**src/rtl/alu_op_sequencer.sv**
```systemverilog
// Mini SRC control sequencer: fetch (T0-T2) then ALU (T3-T5) or MUL/DIV (T3-T6) execute.
// Optional macro ALU_SEQ_MEM_WAIT_EN stretches T1 until mem_ready is seen high.
module alu_op_sequencer #(
  parameter int NUM_REGS   = 16,
  parameter int ALU_OP_MAX = 14,
  parameter int OPC_MUL    = 15,
  parameter int OPC_DIV    = 16
) (
  input  logic                clock,
  input  logic                clear,
  input  logic                start,
  input  logic [31:0]         ir,
  input  logic                mem_ready,
  output logic                PCout,
  output logic                MARin,
  output logic                IncPC,
  output logic                Zin,
  output logic                Zlowout,
  output logic                Zhighout,
  output logic                PCin,
  output logic                Read,
  output logic                MDRin,
  output logic                MDRout,
  output logic                IRin,
  output logic                Yin,
  output logic                LOin,
  output logic                HIin,
  output logic [NUM_REGS-1:0] reg_out_sel,
  output logic [NUM_REGS-1:0] reg_in_sel,
  output logic [4:0]          alu_op,
  output logic                busy,
  output logic                done,
  output logic                illegal
);

  typedef enum logic [2:0] {
    S_IDLE, S_T0, S_T1, S_T2, S_T3, S_T4, S_T5, S_T6
  } state_t;

  typedef struct packed {
    logic                pc_out;
    logic                mar_in;
    logic                inc_pc;
    logic                z_in;
    logic                zlow_out;
    logic                zhigh_out;
    logic                pc_in;
    logic                read;
    logic                mdr_in;
    logic                mdr_out;
    logic                ir_in;
    logic                y_in;
    logic                lo_in;
    logic                hi_in;
    logic [NUM_REGS-1:0] reg_out_sel;
    logic [NUM_REGS-1:0] reg_in_sel;
    logic [4:0]          alu_op;
    logic                busy;
    logic                done;
    logic                illegal;
  } ctl_t;

  state_t              state, state_next;
  ctl_t                ctl_reg, ctl_next;
  logic [4:0]          op_reg;
  logic [NUM_REGS-1:0] ra_hot_reg, rc_hot_reg;
  logic                muldiv_reg, bad_reg;

  logic [4:0]          ir_op;
  logic [3:0]          ir_ra, ir_rb, ir_rc;
  logic [NUM_REGS-1:0] ra_hot, rb_hot, rc_hot;
  logic                dec_alu, dec_muldiv, dec_bad;
  logic                unused_bits;

  assign ir_op = ir[31:27];
  assign ir_ra = ir[26:23];
  assign ir_rb = ir[22:19];
  assign ir_rc = ir[18:15];

  // A field naming a register that does not exist decodes to an all-zero select.
  for (genvar gi = 0; gi < NUM_REGS; gi++) begin : g_hot
    assign ra_hot[gi] = (ir_ra == 4'(gi));
    assign rb_hot[gi] = (ir_rb == 4'(gi));
    assign rc_hot[gi] = (ir_rc == 4'(gi));
  end

  assign dec_alu    = (ir_op <= 5'(ALU_OP_MAX));
  assign dec_muldiv = (ir_op == 5'(OPC_MUL)) || (ir_op == 5'(OPC_DIV));
  assign dec_bad    = !(dec_alu || dec_muldiv) || !(|rb_hot) || !(|rc_hot) ||
                      (dec_alu && !(|ra_hot));

`ifdef ALU_SEQ_MEM_WAIT_EN
  assign unused_bits = ^ir[14:0];
`else
  assign unused_bits = ^{ir[14:0], mem_ready};
`endif

  always_comb begin
    state_next = state;
    ctl_next   = '0;

    case (state)
      S_IDLE: if (start) state_next = S_T0;
      S_T0:   state_next = S_T1;
`ifdef ALU_SEQ_MEM_WAIT_EN
      S_T1:   state_next = mem_ready ? S_T2 : S_T1;
`else
      S_T1:   state_next = S_T2;
`endif
      S_T2:   state_next = S_T3;
      S_T3:   state_next = bad_reg ? S_IDLE : S_T4;
      S_T4:   state_next = S_T5;
      S_T5:   state_next = muldiv_reg ? S_T6 : S_IDLE;
      S_T6:   state_next = S_IDLE;
      default: state_next = S_IDLE;
    endcase

    // Outputs follow the state being entered so they line up with that state's cycle.
    case (state_next)
      S_T0: begin
        ctl_next.pc_out = 1'b1;
        ctl_next.mar_in = 1'b1;
        ctl_next.inc_pc = 1'b1;
        ctl_next.z_in   = 1'b1;
        ctl_next.busy   = 1'b1;
      end
      S_T1: begin
        ctl_next.zlow_out = 1'b1;
        ctl_next.pc_in    = 1'b1;
        ctl_next.read     = 1'b1;
        ctl_next.mdr_in   = 1'b1;
        ctl_next.busy     = 1'b1;
      end
      S_T2: begin
        ctl_next.mdr_out = 1'b1;
        ctl_next.ir_in   = 1'b1;
        ctl_next.busy    = 1'b1;
      end
      S_T3: begin
        // T3 is only entered from T2, so the live IR decode is the one that applies.
        ctl_next.busy = 1'b1;
        if (!dec_bad) begin
          ctl_next.reg_out_sel = rb_hot;
          ctl_next.y_in        = 1'b1;
        end
      end
      S_T4: begin
        ctl_next.reg_out_sel = rc_hot_reg;
        ctl_next.alu_op      = op_reg;
        ctl_next.z_in        = 1'b1;
        ctl_next.busy        = 1'b1;
      end
      S_T5: begin
        ctl_next.zlow_out = 1'b1;
        ctl_next.busy     = 1'b1;
        if (muldiv_reg) ctl_next.lo_in      = 1'b1;
        else            ctl_next.reg_in_sel = ra_hot_reg;
      end
      S_T6: begin
        ctl_next.zhigh_out = 1'b1;
        ctl_next.hi_in     = 1'b1;
        ctl_next.busy      = 1'b1;
      end
      default: begin
        ctl_next.done    = (state != S_IDLE);
        ctl_next.illegal = (state == S_T3);
      end
    endcase
  end

  always_ff @(posedge clock or negedge clear) begin
    if (!clear) begin
      state      <= S_IDLE;
      ctl_reg    <= '0;
      op_reg     <= '0;
      ra_hot_reg <= '0;
      rc_hot_reg <= '0;
      muldiv_reg <= 1'b0;
      bad_reg    <= 1'b0;
    end else begin
      state   <= state_next;
      ctl_reg <= ctl_next;
      if (state == S_T2) begin
        op_reg     <= ir_op;
        ra_hot_reg <= ra_hot;
        rc_hot_reg <= rc_hot;
        muldiv_reg <= dec_muldiv;
        bad_reg    <= dec_bad;
      end
    end
  end

  assign PCout       = ctl_reg.pc_out;
  assign MARin       = ctl_reg.mar_in;
  assign IncPC       = ctl_reg.inc_pc;
  assign Zin         = ctl_reg.z_in;
  assign Zlowout     = ctl_reg.zlow_out;
  assign Zhighout    = ctl_reg.zhigh_out;
  assign PCin        = ctl_reg.pc_in;
  assign Read        = ctl_reg.read;
  assign MDRin       = ctl_reg.mdr_in;
  assign MDRout      = ctl_reg.mdr_out;
  assign IRin        = ctl_reg.ir_in;
  assign Yin         = ctl_reg.y_in;
  assign LOin        = ctl_reg.lo_in;
  assign HIin        = ctl_reg.hi_in;
  assign reg_out_sel = ctl_reg.reg_out_sel;
  assign reg_in_sel  = ctl_reg.reg_in_sel;
  assign alu_op      = ctl_reg.alu_op;
  assign busy        = ctl_reg.busy;
  assign done        = ctl_reg.done;
  assign illegal     = ctl_reg.illegal;

endmodule

```
**config.mk**
```make
export PLATFORM = sky130hd
export DESIGN_NAME = alu_op_sequencer
export DESIGN_NICKNAME = d
export VERILOG_FILES = /design/src/rtl/alu_op_sequencer.sv
export SDC_FILE = /design/constraint.sdc
export NUM_CORES = 1
export LEC_CHECK = 0
export ABC_AREA = 1
export CAP_MARGIN = 10
export CORE_AREA = 2 2 113 115
export CTS_CLUSTER_DIAMETER = 120
export CTS_CLUSTER_SIZE = 30
export DETAILED_ROUTE_END_ITERATION = 10
export DIE_AREA = 0 0 115 117
export SYNTH_ARGS = -nofsm -noshare
export SYNTH_HDL_FRONTEND = slang
export SYNTH_SLANG_ARGS = --single-unit
```
**constraint.sdc**
```tcl
create_clock -name clock -period 1.1 [get_ports clock]
set_input_delay 0.22 -clock clock [delete_from_list [all_inputs] [get_ports clock]]
set_output_delay 0.22 -clock clock [all_outputs]
set_load 0.01 [all_outputs]
```
==> results of run 1 <==
through the flow:
stage / cells / setup WS (ns)
floorplan: 398 / -0.0193
global placement: 625 / -0.257
detailed placement: 625 / -0.287
CTS: 645 / -0.0803
global route: 649 / -0.178
finish: 649 / -0.134
power groups by stage:
| stage | sequential [W] | clock, W | combinational (W) |
|---|---|---|---|
| 6_report | 0.00447 | 0.00310 | 0.00335 |
| 5_1_grt | 0.00456 | 0.00336 | 0.00370 |
| 4_1_cts | 0.00446 | 0.00321 | 0.00289 |
| 3_5_place_dp | 0.00453 | 0 | 0.00289 |
| 3_3_place_gp | 0.00451 | 0 | 0.00284 |
| 2_1_floorplan | 0.00452 | 0 | 0.00176 |
cell usage after synthesis:
master / number / share of area (%)
dfrtp_1: 90 / 62
or2_1: 1 / 0.17
o21ai_0: 29 / 4.0
buf_6: 4 / 1.2
buf_4: 8 / 1.7
buf_2: 6 / 0.83
nand3_2: 2 / 0.55
nor2_1: 53 / 5.5
clkbuf_1: 2 / 0.21
nand3_4: 1 / 0.48
inv_2: 4 / 0.41
a21oi_1: 1 / 0.14
nor2_2: 2 / 0.34
nand4_1: 3 / 0.52
o31ai_1: 4 / 0.83
nand2_1: 90 / 9.3
inv_1: 51 / 5.3
o21ai_1: 6 / 0.83
nand3_1: 38 / 5.2
nor3_1: 3 / 0.41
area by class of cell:
type	instances	area [µm²]	share of cell area, %
multi-input combinational	233	1250	24.5
tap	150	188	3.69
clock buffer	13	260	5.11
timing repair buffer	105	870	17.1
clock inverter	3	47.5	0.934
sequential	90	2260	44.3
inverter	55	224	4.40
cell families (layout without fill, tap and decap cells):
family / after synthesis / after routing / synth area share [%]
buffers and inverters: 75 / 176 / 9.62
DFF: 90 / 90 / 62.1
AOI/OAI and AO/OA: 40 / 40 / 5.79
and+or+nand+nor: 193 / 193 / 22.5
layer usage:
layer	vias up	GRT usage, %
li1	1425	-
met1	1330	16.0
met2	81	20.3
met3	26	3.30
met4	0	6.35
met5	-	0
repair_timing:
item / 4_1_cts / 5_1_grt
gates cloned: 1 / 2
endpoints found under the hold margin: 15 / 0
setup endpoints to repair: 125 / 94
resized for setup: 232 / 69
hold buffers: 1 / 0
pin swaps: 0 / 3
setup buffers: 2 / 2
path summary, 6_finish.rpt:
path / from / endpoint / slack [ns] / cells after the start
hold / removal: clear / reg_in_sel[2] / 0.30 / 2
max in group asynchronous: clear / state[0] / 0.30 / 3
min in group clock: rc_hot_reg[3] / reg_out_sel[3] / 0.48 / 2
setup reg to reg: state[2] / busy / -0.13 / 4
hold reg to reg: rc_hot_reg[3] / reg_out_sel[3] / 0.48 / 2
setup / recovery: state[2] / busy / -0.13 / 4
==> qor.yml, run 1 <==
global_route:
  antenna_found_initial: 0
  grt_pass1_vias: 2816
  gr-total-overflow: 0
  grt_pass1_wl_um: 13200
  grt_usage_pct: 12.7
  grt_max_degree: 45
floorplanning:
  initial_core_util_pct: 29.5
  num_io_pins: 90
  die_height_um: 117
  rows: 41
  core-area_um2: 12300
  die_w_um: 115
  dieArea_um2: 13500
power_and_ir_drop:
  p_leak_nw: 2.61
  swShare_pct: 32.4
  switchingPower_w: 0.00353
  power.total_w: 0.0109
  irDropWorstVdd_mv: 0.729
  clock_power_share_pct: 28.4
  power_frac_comb_pct: 30.7
  power_density_nw_per_um2: 2140
  p_int_w: 0.00738
  p_seq_share_pct: 40.9
drt:
  wl_met3_um: 436
  dr_wl_met2_um: 4060
  first_pass_iters: 4
  wl_um: 8290
  wl_met1_um: 3550
  dr_total_vias: 2862
  top_layer_used: "met4"
  wire_per_inst_um: 12.8
  initialDrtViolationCount: 133
  vias_per_cell: 4.41
  drc: 0
  antenna_left: 0
place:
  dp_hpwl_um: 5750
  placed_cell_area_um2: 4670
  gp_congestion: 0.861
  port_buffers: 73
clock_network:
  clock-sinks: 90
  clockRootBuffer: "clkbuf_16"
  cts_htree_levels: 3
  clkLatencyLatePin_ns: 0.34
  cts_tree: "done"
  cts_made_buffers: 9
  cts.path.max_buffers: 2
  worst_setup_hold_path_clk_slew_ns: 0.06
job:
  maxCapViolCount: 0
final_layout:
  layout_common_cells: "nand2_1 (88), dfrtp_1 (87), inv_1 (51), buf_2 (51), nor2_1 (34)"
  fin_nets: 530
  design_area_um2: 5090
  fill_cells: 1244
  final_common_cell: "nand2_1"
  antennaDiodeCount: 0
  syn_to_final_growth_pct: 40.3
  drive_gt1_share_pct: 30.3
  fin_util_pct: 41.4
sta:
  finalSetupViolations: 82
  hold_viol_final: 0
  rsz0062_at_grt: "yes"
  period_share_pct: 112
  setup_ws_ns: -0.134
  min_period_ns: 1.23
  setup_tns_ns: -3.00
  worst_slew_pin_slew_ns: 0.422
  slew_violations: 0
  clock_skew_ns: 0.00834
  fmax_mhz: 811
  worst_hold_slack_ns: 0.301
  slew_headroom_pct: 71.8
synthesis:
  syn-cell-area_um2: 3630
  seq_area_frac_synth_pct: 62.1
  synth_cell_type_count: 20
  synth_nets: 434
  syn_area_per_cell_um2: 9.12
  yosys_warnings: 0
  synthCells: 398
  synth-seq-cells: 90
status:
  outcome: "finished, violations left"
  violations: "negative setup slack"
worst_setup_path:
  cp-end-kind: "register"
  cp_slowest_cell: "dfrtp_2"
  path_cells: "buf_4 -> nand3_4 -> nand3_1 -> or2_1"
  cp_max_fo: 4
  critical_path_class: "reg -> reg"
  cpLargestDelayFamily: "simple AND/OR/NAND/NOR gates"
  crit_required_ns: 1.31
  arrival_ns: 1.44
  critical_path_buf_inv_count: 1
  worst_setup_path_start_kind: "register"
  slowest_delay_ns: 0.44
hold_path:
  hp-class: "in -> async"
Note: power is estimated with default switching activity, not from simulation.
==> run 2: changes to the inputs <==
--- a/config.mk
+++ b/config.mk
@@ -6,12 +6,12 @@
 export NUM_CORES = 1
 export LEC_CHECK = 0
 export ABC_AREA = 1
-export CAP_MARGIN = 10
 export CORE_AREA = 2 2 113 115
 export CTS_CLUSTER_DIAMETER = 120
 export CTS_CLUSTER_SIZE = 30
 export DETAILED_ROUTE_END_ITERATION = 10
 export DIE_AREA = 0 0 115 117
+export GPL_TIMING_DRIVEN = 0
 export SYNTH_ARGS = -nofsm -noshare
 export SYNTH_HDL_FRONTEND = slang
 export SYNTH_SLANG_ARGS = --single-unit
==> run 2 against run 1 <==
The flow finishes with violations (negative hold slack, negative setup slack). Largest cell class unchanged. Flip-flop and latch count did not move. Final cell count is 0.62% higher. Clock skew shrank 0.0046 ns. Global-route usage grew 0.47 points. Non-clock buffer count is 4 higher. Combinational power up 2%.
==> qor.yml, run 2 (synthesized netlist as in run 1, its figures left out) <==
place:
  dp_hpwl_um: 5940  # +3.3%
  placed_cell_area_um2: 4620  # -1.2%
  gp_congestion: 0.831  # -3.5%
  port_buffers: 73  # unchanged
worst_setup_path:
  critPathMostFrequentCell: "buf_6"
  crit_required_ns: 1.38  # +0.07 ns
  cp_max_fo: 6  # +2
  crit_start: "state[2]"
  path_cells: "buf_6 -> inv_6 -> nand3_4 -> inv_4 -> buf_6 -> buf_6 -> nand3_2 -> nand2_1"
  worstReg2RegStart: "state[2]"
  reg2reg_depth: 8  # +4
  arrival_ns: 1.51  # +0.07 ns
  cp-end-kind: "register"
  critical_path_class: "reg -> reg"
  worst_setup_path_start_kind: "register"
  slowest_delay_ns: 0.37  # -0.07 ns
  cp_slowest_cell: "dfrtp_1"
sta:
  min_period_ns: 1.24  # +0.00355 ns
  worst_slew_pin_slew_ns: 0.557  # +0.135 ns
  slew_headroom_pct: 62.9  # -8.9 points
  setup_ws_ns: -0.137  # -0.00355 ns
  slew_violations: 0  # unchanged
  worst_hold_slack_ns: -0.127  # -0.428 ns
  rsz0062_at_grt: "yes"
  clock_skew_ns: 0.00375  # -0.00459 ns
  fmax_mhz: 808  # -0.29%
  hold_viol_final: 42  # +42
  finalSetupViolations: 88  # +7.3%
  period_share_pct: 112  # +0.32 points
final_layout:
  design_area_um2: 5010  # -1.5%
  final_common_cell: "dfrtp_1"
  syn_to_final_growth_pct: 38.2
  layout_common_cells: "dfrtp_1 (88), nand2_1 (86), inv_1 (51)"
  drive_gt1_share_pct: 28.6  # -1.6 points
  fin_nets: 534  # +0.75%
  antennaDiodeCount: 0  # unchanged
clock_network:
  cts_made_buffers: 9  # unchanged
  cts.path.max_buffers: 2  # unchanged
  clockRootBuffer: "clkbuf_16"
  clkLatencyLatePin_ns: 0.34  # about the same
  cts_tree: "done"
  cts_htree_levels: 3  # unchanged
  clock-sinks: 90  # unchanged
  worst_setup_hold_path_clk_slew_ns: 0.06  # about the same
floorplanning:
  num_io_pins: 90  # unchanged
  die_w_um: 115  # unchanged
  core-area_um2: 12300  # unchanged
  initial_core_util_pct: 29.5  # unchanged
  dieArea_um2: 13500  # unchanged
  rows: 41  # unchanged
  die_height_um: 117  # unchanged
global_route:
  grt_pass1_vias: 2833  # +0.60%
  grt_pass1_wl_um: 13600  # +2.9%
  gr-total-overflow: 0  # unchanged
  grt_usage_pct: 13.1  # +0.47 points
  use_met3_pct: 3.45  # +0.15 points
  grt_max_degree: 49  # +8.9%
  grtUsageMet1_pct: 16.0  # about the same
  gr-usage-met2_pct: 22.0  # +1.7 points
  busiest_layer: "met2"
  antenna_found_initial: 0  # unchanged
status:
  outcome: "finished, violations left"
  violations: "negative hold slack, negative setup slack"
power_and_ir_drop:
  p_int_w: 0.00730  # -1.2%
  power_frac_comb_pct: 31.7  # +1.0 points
  switchingPower_w: 0.00343  # -2.8%
  power.total_w: 0.0107  # -1.7%
  p_leak_nw: 2.60  # -0.16%
  clock_power_share_pct: 26.5  # -1.9 points
  p_seq_share_pct: 41.7  # +0.8 points
  irDropWorstVdd_mv: 0.603  # -17%
  power_density_nw_per_um2: 2140  # -0.19%
  swShare_pct: 32.0  # -0.35 points
drt:
  initialDrtViolationCount: 124  # -6.8%
  antenna_left: 0  # unchanged
  first_pass_iters: 4  # unchanged
  drc: 0  # unchanged
  dr_total_vias: 2917  # +1.9%
  vias_per_cell: 4.47  # +1.3%
  wire_per_inst_um: 12.6  # -1.0%
  wl_um: 8260  # -0.39%
job:
  maxCapViolCount: 0  # unchanged
hold_path:
  hp-class: "in -> async"
run 2: changes by cell type in the layout (fill, tap and decap cells not counted), moves of 5 or more:
cell / previous run / this run
o21ai_1: 30 / 24
nor2_2: 8 / 1
buf_12: 7 / 2
nand3_1: 28 / 23
nor2_1: 34 / 48
nor2_4: 13 / 6
o21ai_0: 3 / 10
buf_6: 3 / 20
buf_4: 21 / 16
run 2: final timing paths:
check,endpoint,slack (ns)
worst max-delay path,reg_out_sel[11],-0.14
worst min-delay path,reg_in_sel[3],-0.13
worst max register to register,reg_out_sel[11],-0.14
worst min register to register,reg_out_sel[11],0.48
max in group asynchronous,state[1],0.60
min in group clock,op_reg[0],0.47
run 2: final cells by class:
cell class | count | area [µm²]
inverters | 55 | 219
repair buffers | 89 | 661
clock inverters | 2 | 10.0
well taps | 150 | 188
plain buffers | 20 | 208
clock buffers | 14 | 274
multi-input cells | 233 | 1200
fillers | 1245 | 7300
flip-flops and latches | 90 | 2250
run 2: what timing repair did:
action,CTS,global route
pin swaps,6,4
hold endpoints to repair,42,42
cloned,1,0
endpoints found under the setup margin,124,95
setup buffers,8,6
gates resized for setup,260,28
run 2: worst max-delay path, delay by kind of cell, from the launching register on:
family / cells / cell delay (ns)
buffers and inverters: 5 / 0.52
flip-flops: 1 / 0.37
AND/OR/NAND/NOR: 3 / 0.27
run 2: metrics by stage:
step / setup WS (ns) / TNS (ns) / hold WS (ns) / util [%] / cells
floorplan: -0.0193 / -0.645 / -0.0756 / - / 398
global placement: -3.65 / -315.32 / 0.470 / 37.3 / 621
detailed placement: -0.493 / -16.88 / 0.251 / 37.5 / 622
CTS: -0.133 / -7.74 / -0.111 / 39.4 / 647
global route: -0.232 / -14.20 / -0.0868 / 40.7 / 653
finish: -0.137 / -8.02 / -0.127 / 40.7 / 653
run 2: power groups by stage:
| stage | sequential [W] | clock [W] | combinational, W |
|---|---|---|---|
| after floorplan | 0.00452 | 0 | 0.00176 |
| after global placement | 0.00449 | 0 | 0.00287 |
| after detailed placement | 0.00451 | 0 | 0.00295 |
| after CTS | 0.00446 | 0.00294 | 0.00312 |
| after global routing | 0.00453 | 0.00308 | 0.00380 |
| final | 0.00448 | 0.00285 | 0.00341 |
run 2: layer usage:
metal | wire length, µm | vias up
met5 | 0 | -
met4 | 188 | 0
met3 | 391 | 17
met2 | 4090 | 62
met1 | 3590 | 1400
li1 | - | 1438
==> edit (config.mk and constraints of run 1) <==
Add a define of `ALU_SEQ_MEM_WAIT_EN`.
--- a/src/rtl/alu_op_sequencer.sv
+++ b/src/rtl/alu_op_sequencer.sv
@@ -2,2 +2,4 @@
 // Optional macro ALU_SEQ_MEM_WAIT_EN stretches T1 until mem_ready is seen high.
+`define ALU_SEQ_MEM_WAIT_EN
+
 module alu_op_sequencer #(
Function: changed (a bounded check fails within 4 cycles, from zero or initial values).
==> edit against run 1 <==
- the flow still finishes with violations (negative setup slack)
- synthesized area shrank 1.2%
- synthesized cell count shrank 5.0%
- highest routed layer unchanged
- sequential cell count is the same
- largest power group unchanged
- utilization grew 3.4 points
- routed wire length grew 9.8%
- power grew 9.1%
- non-clock buffer count grew 10
- setup slack lost 16 ps
- fmax shrank 1.3%
- final area grew 8.2%
==> edit: results (changes against run 1) <==
[status]
status = finished, violations left
violations = negative setup slack

[logic_synthesis]
synth_nets = 414  ; -4.6%
ys_top_cells_by_count = dfrtp_1, inv_1, nand2_1, nor2_1, nand3_1

[timing]
slew_headroom_pct = 62.4  ; -9.4 points
setup_viol = 82  ; unchanged
finClkSkew_ps = 5.17  ; -3.17 ps
setup_slack_ps = -149  ; -15.7 ps

[place]
port_buffers = 74  ; +1.4%
pre_cts_ws_ps = -307  ; -20.4 ps

[finish]
seq_share_pct = 40.9  ; -3.4 points
multi_input_area_share_pct = 26.7  ; +2.2 points
inverters = 79  ; +44%
nNonClkBuffers = 115  ; +9.5%
nClkBuffers = 10  ; -3
fillers = 1167  ; -6.2%
final-nonclk-buf-share_pct = 18.1  ; +0.99 points
multi_input_gates = 194  ; -17%
layout.clock.cell_area_share_pct = 5.22  ; -0.82 points
final_nets = 525  ; -0.94%

[critical_path]
worstPathArrival_ps = 1520  ; +80 ps

[grt]
met2_usage_pct = 20.4  ; +0.078 points
grt_pass1_vias = 2733  ; -2.9%
grt_max_degree = 61  ; +36%
track_usage_pct = 13.3  ; +0.61 points

[routing]
dr_wl_met3_um = 467  ; +7.1%
wl_met2_um = 4390  ; +8.3%
wirelength_met1_um = 4050  ; +14%
drt_first_iter_violations = 238  ; +79%
vias = 2868  ; +0.21%

[cts]
postCtsSetupRepairBufs = 4  ; +2

[power_and_ir_drop]
swShare_pct = 35.9  ; +3.6 points

-- edit: cell count changes after synthesis, moves of 3 or more --
cell            run 1  this run
o31ai_1             4         1
nand2_1            90        43
o21ai_1             6         0
o21ai_0            29        37
nor2_1             53        43
inv_1              51        77
o22ai_1             0        17
inv_2               4         1
-- edit: metrics by stage --
stage               utilization [%]  instance area (µm²)  setup TNS, ps  hold WS [ps]  power [mW]
floorplan                         -                 3630           -484         -75.6        6.31
global placement               37.9                 4670         -11680           244        7.44
detailed placement             37.9                 4670         -12550           243        7.55
CTS                            40.3                 4970          -5070           430        10.9
global route                   44.8                 5510         -13940           444        12.6
finish                         44.8                 5510          -7490           408        11.9
-- edit: worst paths after layout --
| path | slack (ps) | to | cells after the start | start |
|---|---|---|---|---|
| max in group asynchronous | 360 | reg_in_sel[11]$_DFF_PN0_ | 3 | clear |
| min in group clock | 480 | op_reg[3]$_DFFE_PN0P_ | 3 | ir[30] |
| max | -150 | bad_reg$_DFFE_PN0P_ | 6 | state[1]$_DFF_PN0_ |
| max reg2reg | -150 | bad_reg$_DFFE_PN0P_ | 6 | state[1]$_DFF_PN0_ |
| min reg2reg | 500 | ra_hot_reg[0]$_DFFE_PN0P_ | 2 | ra_hot_reg[0]$_DFFE_PN0P_ |
| min | 410 | reg_in_sel[12]$_DFF_PN0_ | 3 | clear |
-- edit: power groups by stage --
stage                     clock [mW]  combinational, mW  sequential, mW
after global routing            3.16               4.81            4.65
after global placement             0               2.91            4.54
final                           2.95               4.40            4.56
after floorplan                    0               1.77            4.54
after CTS                       3.00               3.38            4.51
after detailed placement           0               2.97            4.57
-- edit: critical path: stages (launching register included) --
cell and delay, ps:
dfrtp_2 480, nand3_4 170, clkinv_8 110, buf_12 160
nand2_8 90, inv_2 40, a21oi_1 110
